<file path="src/rtl/rvm_operand_fetch.sv">
// Operand fetch for the add/sub/compare unit: sequences rs1/rs2 reads through one
// synchronous RF read port. Define RVM_FETCH_X0_SKIP_EN to suppress x0 reads.
module rvm_operand_fetch #(
  parameter int REG_AW = 5
) (
  input  logic              clk,
  input  logic              reset,
  input  logic              req_valid,
  output logic              req_ready,
  input  logic [REG_AW-1:0] req_rs1,
  input  logic [REG_AW-1:0] req_rs2,
  input  logic [31:0]       req_imm,
  input  logic              req_use_imm,
  input  logic [2:0]        req_op,
  output logic              rf_rd_en,
  output logic [REG_AW-1:0] rf_rd_addr,
  input  logic [31:0]       rf_rd_data,
  output logic              out_valid,
  input  logic              out_ready,
  output logic [31:0]       out_lhs,
  output logic [31:0]       out_rhs,
  output logic [2:0]        out_op
);

  typedef enum logic [2:0] {
    S_IDLE,
    S_RS1,
    S_RS2,
    S_CAP,
    S_OUT
  } state_e;

  state_e            state_q, state_d;
  logic [REG_AW-1:0] rs1_q, rs1_d;
  logic [REG_AW-1:0] rs2_q, rs2_d;
  logic [31:0]       imm_q, imm_d;
  logic              use_imm_q, use_imm_d;
  logic [2:0]        op_q, op_d;
  logic              rd_en_q, rd_en_d;
  logic [REG_AW-1:0] rd_addr_q, rd_addr_d;
  logic [31:0]       lhs_q, lhs_d;
  logic [31:0]       rhs_q, rhs_d;
  logic [2:0]        out_op_q, out_op_d;

  // Skip flags: read cycle keeps its slot, but the strobe is withheld and the operand forced to zero.
  logic req_rs1_skip, rs1_skip, rs2_skip;
`ifdef RVM_FETCH_X0_SKIP_EN
  assign req_rs1_skip = (req_rs1 == '0);
  assign rs1_skip     = (rs1_q == '0);
  assign rs2_skip     = (rs2_q == '0);
`else
  assign req_rs1_skip = 1'b0;
  assign rs1_skip     = 1'b0;
  assign rs2_skip     = 1'b0;
`endif

  always_comb begin
    // NOTE: every variable gets a default first so no path through the case infers a latch.
    state_d   = state_q;
    rs1_d     = rs1_q;
    rs2_d     = rs2_q;
    imm_d     = imm_q;
    use_imm_d = use_imm_q;
    op_d      = op_q;
    rd_en_d   = 1'b0;
    rd_addr_d = rd_addr_q;
    lhs_d     = lhs_q;
    rhs_d     = rhs_q;
    out_op_d  = out_op_q;

    unique case (state_q)
      S_IDLE: begin
        if (req_valid) begin
          rs1_d     = req_rs1;
          rs2_d     = req_rs2;
          imm_d     = req_imm;
          use_imm_d = req_use_imm;
          op_d      = req_op;
          state_d   = S_RS1;
          // Strobe is registered, so the rs1 read is launched on the accept edge.
          if (!req_rs1_skip) begin
            rd_en_d   = 1'b1;
            rd_addr_d = req_rs1;
          end
        end
      end
      S_RS1: begin
        state_d = S_RS2;
        if (!use_imm_q && !rs2_skip) begin
          rd_en_d   = 1'b1;
          rd_addr_d = rs2_q;
        end
      end
      S_RS2: begin
        lhs_d = rs1_skip ? 32'h0 : rf_rd_data;
        if (use_imm_q) begin
          rhs_d    = imm_q;
          out_op_d = op_q;
          state_d  = S_OUT;
        end else begin
          state_d  = S_CAP;
        end
      end
      S_CAP: begin
        rhs_d    = rs2_skip ? 32'h0 : rf_rd_data;
        out_op_d = op_q;
        state_d  = S_OUT;
      end
      S_OUT: begin
        if (out_ready) state_d = S_IDLE;
      end
      default: state_d = S_IDLE;
    endcase
  end

  always_ff @(posedge clk or posedge reset) begin
    if (reset) begin
      state_q   <= S_IDLE;
      rs1_q     <= '0;
      rs2_q     <= '0;
      imm_q     <= '0;
      use_imm_q <= 1'b0;
      op_q      <= '0;
      rd_en_q   <= 1'b0;
      rd_addr_q <= '0;
      lhs_q     <= '0;
      rhs_q     <= '0;
      out_op_q  <= '0;
    end else begin
      // NOTE: non-blocking assignments so every register samples pre-edge values.
      state_q   <= state_d;
      rs1_q     <= rs1_d;
      rs2_q     <= rs2_d;
      imm_q     <= imm_d;
      use_imm_q <= use_imm_d;
      op_q      <= op_d;
      rd_en_q   <= rd_en_d;
      rd_addr_q <= rd_addr_d;
      lhs_q     <= lhs_d;
      rhs_q     <= rhs_d;
      out_op_q  <= out_op_d;
    end
  end

  assign req_ready  = (state_q == S_IDLE);
  assign out_valid  = (state_q == S_OUT);
  assign rf_rd_en   = rd_en_q;
  assign rf_rd_addr = rd_addr_q;
  assign out_lhs    = lhs_q;
  assign out_rhs    = rhs_q;
  assign out_op     = out_op_q;

endmodule

</file>
<file path="config.mk">
export PLATFORM = sky130hd
export DESIGN_NAME = rvm_operand_fetch
export DESIGN_NICKNAME = d
export VERILOG_FILES = /design/src/rtl/rvm_operand_fetch.sv
export SDC_FILE = /design/constraint.sdc
export NUM_CORES = 1
export LEC_CHECK = 0
export ABC_AREA = 1
export ABC_CLOCK_PERIOD_IN_PS = 3400
export CAP_MARGIN = 20
export CORE_ASPECT_RATIO = 1.4
export CORE_MARGIN = 1
export CORE_UTILIZATION = 44
export CTS_BUF_LIST = sky130_fd_sc_hd__clkbuf_8
export DETAILED_ROUTE_END_ITERATION = 7
export HOLD_SLACK_MARGIN = 0.08
export MAX_ROUTING_LAYER = met4
export PLACE_DENSITY = 0.89
export RECOVER_POWER = 25
export REMOVE_ABC_BUFFERS = 1
export SLEW_MARGIN = 25
export SYNTH_ARGS = -nofsm -noshare
export SYNTH_HDL_FRONTEND = slang
export SYNTH_SLANG_ARGS = --single-unit
</file>
<file path="constraint.sdc">
create_clock -name clk -period 3.4 [get_ports clk]
set_input_delay 0.34 -clock clk [delete_from_list [all_inputs] [get_ports clk]]
set_output_delay 0.34 -clock clk [all_outputs]
set_load 0.05 [all_outputs]
</file>
# After elaboration in Yosys (flattened, before gate mapping)
# Index checks and enable logic that the tools add are counted.
# classes
eq_ne,8
muxes,14
n_reduce_logical,7
# ops
op,n
32-bit case mux with 2 select lines,1
32-bit 2-to-1 mux,1
3-bit case mux with 5 select lines,1
3-bit 2-to-1 mux,4
5-bit 2-to-1 mux,2
5-bit case mux with 2 select lines,1
"3-bit by 2-bit == test with 1-bit output, second input constant",2
"2-bit != test, second input constant",3
3-bit case mux with 2 select lines,1
2-bit AND reduction,3
2-bit nonzero test,2
"3-bit by 1-bit == test with 1-bit output, second input constant",1
"3-bit == test, second input constant",1
3-bit zero test,1
3-bit AND reduction,1
1-bit 2-to-1 mux,2
"2-bit by 1-bit != test with 1-bit output, second input constant",1
1-bit case mux with 2 select lines,1
# totals
register_bits,117
in_bits,82
out_inout_bits,75
elab_cells,39

# Logic depth before layout (Yosys ltp)
# logic_depth
depth_word,3
ltp_mapped,8
mapped_depth_nobuf,6

# Worst setup path before layout
# Ideal clock, no wire load.
# synth_timing
kind,register -> output
start,reg state_q[0]
end,out out_valid
arrival_time_ns,1.785
required_ns,3.060
path_slack_ns,1.275
stages_incl_launch_ff,4
n_path_buf,2
path_cell_list,dfrtp_1 buf_2 clkbuf_1 nor3_1
# synth_via
elab_chain_cells,1
# synth_rtl
element,line,text
start: declaration,33,"state_e state_q, state_d;"
start signal: assignment,131,state_q <= state_d;
3-bit == test,146,assign out_valid = (state_q == S_OUT);
end: declaration,18,"output logic out_valid,"
# Every way passes these cells.

==> metrics.txt <==
status complete, but fails checks; failing checks max-capacitance violations, max-slew violations; vias per cell 4.71; crit end category asynchronous set/reset pin; FMAX 398 MHz; Yosys reg bits 117; DRT antenna net count 0; Post-Route WL 12800 um; CP required 3.45 ns; Post-synth EDFFs 0; Die W 94.1 um; Hold Slack 0.454 ns; share of cells above drive strength 1 10.0%; sum of buffers and inverters on the critical path 2; mapped cell area 5230 um^2; via count 4393; clock latency on the worst-skew pair 0.43 ns; most frequent cells after synthesis 234 x nand2_1, 117 x dfrtp_1, 111 x inv_1, 44 x nand3_1, 40 x o21ai_0; Post-Syn Area per Cell 8.38 um^2; post-synthesis sequential area ratio 56.0%; antenna cells 0; Final nets 858; synth top area cells dfrtp_1 56%, nand2_1 17%, inv_1 8.0%; cts repair resizes 0; worst slack at placement 1.41 ns; Die H 131 um; worst IR drop on VDD 0.511 mV; initial antenna violation count 0; Mapped Cells 624; final hold violations 0; routability congestion estimate 0.775; CTS tree done; Top delay family on crit path buffers and inverters; max-cap viol count 1; Clk pin slew, worst setup/hold paths 0.07 ns; hold buffers post-CTS 0; clock buffer count from CTS 17; setup bufs post-CTS 0; RSZ-0062 raised after global routing no; count leader, synth nand2_1; slowest CP cell inv_1; async set or reset register ratio after synthesis 100%; root buffer cell clkbuf_8; Avg WL per Cell 13.8 um; FILL cells 948; starting DRC count in detailed routing 210; post-detail-place hpwl 8720 um; Cell variety after synth 19; biggest area consumer among synthesized cells dfrtp_1; CP Launch Type input port; fin crit share 73.9%; vias in the first global route 4329; Max-slew headroom -55.2%; Hold Crit Class in2reg; Finish-stage setup viols 0; count of input and output buffers 156; max-slew violations 60; first-pass GRT wire length 20900 um; crit path cell chain dlygate4sd3_1 > inv_1; clock sinks 117; worst slew pin tran 2.33 ns; area overhead of the layout relative to synthesis 39.0%; Layout Skew 0.00759 ns; Final min period 2.51 ns; Synth warnings 0; Leakage 3.83 nW; Die Area 12300 um^2; number of remaining DRC errors 0; top-area cell type share of the netlist area 56.0%; WP data arrival 2.56 ns; H-tree depth 4; CP peak stage delay 1.63 ns; Starting Density 45.7%; gr usage total 23.1%; Setup WS post-layout 0.887 ns; I/O Pins 157; Max clock buf depth 2; total grt overflow 0; Synth Flop Type dfrtp_1; largest net degree at the start of global routing 61; largest fanout on the critical path 60; Setup CP Type in2async; first drt pass iteration count 5; core area 11500 um^2; FP Rows 46; pwr dens 1070 nW/um^2; Post-Route Setup TNS 0 ns
==> cell type report <==
class | count | area (um^2) | area share (%)
clock buffers | 19 | 262 | 3.60
clock inverters | 12 | 136 | 1.88
inverters | 113 | 424 | 5.83
multi-input cells | 364 | 1690 | 23.2
flip-flops and latches | 117 | 2930 | 40.3
well taps | 144 | 180 | 2.48
repair buffers | 163 | 1650 | 22.7
==> layer usage <==
metal	vias up	part of all wire, %	global-route usage, %
li1	2188	-	-
met1	2037	41	26.3
met2	134	52	38.3
met3	34	3.8	4.63
met4	0	3.6	12.4
met5	-	0	-
==> cell families after synthesis <==
family	count (synthesis)	share of synthesized area, %
AO/OA/AOI/OAI	75	9.67
buffers and inverters	143	11.7
flip-flops	117	56.0
AND/OR/NAND/NOR	289	22.6
==> flip-flops by register name, indices dropped and copies added (netlist names) <==
| register | flops |
|---|---|
| imm_q | 32 |
| op_q | 3 |
| out_lhs | 32 |
| out_op | 3 |
| out_rhs | 32 |
| rf_rd_addr | 5 |
| rf_rd_en | 1 |
| rs2_q | 5 |
| state_q | 3 |
| use_imm_q | 1 |
==> power breakdown <==
part	leakage [nW]	switching, W	internal (W)
registers	1.47	0.000383	0.00204
logic	2.15	0.00272	0.00133
clock network	0.212	0.000547	0.000747
==> layout by cell type (no fill, tap or decap), types with 4 or more instances in the layout <==
master	instances
nand2_1	233
clkdlybuf4s50_1	155
dfrtp_1	117
inv_1	112
nand3_1	44
o21ai_0	40
o21ai_2	34
clkbuf_8	19
clkinv_2	7
buf_4	4
==> worst paths after layout <==
kind / from / endpoint / slack (ns) / depth (start not counted)
min in group asynchronous: reset / out_rhs[18] / 1.15 / 2
min reg2reg: out_op[1] / out_op[1] / 0.47 / 2
max reg2reg: state_q[0] / out_rhs[6] / 1.41 / 6
max: reset / out_lhs[23] / 0.89 / 2
min: req_op[1] / op_q[1] / 0.45 / 3
max in group clk: state_q[0] / out_valid / 0.97 / 2
==> tightest hold or removal path, delay by kind of cell <==
kind | cells | cell delay, ns
AO/OA/AOI/OAI | 1 | 0.05
buffers and inverters | 2 | 0.45
==> per-stage QoR <==
step                      power, W  cell area (um^2)  instances  util (%)
after floorplan            0.00510              5040        594         -
after global placement     0.00641              6880        901      60.0
after detailed placement   0.00651              6880        901      60.0
after CTS                  0.00784              7270        932      63.5
after global routing       0.00825              7270        932      63.5
final                      0.00777              7270        932      63.5
(Power assumes the default switching activity.)
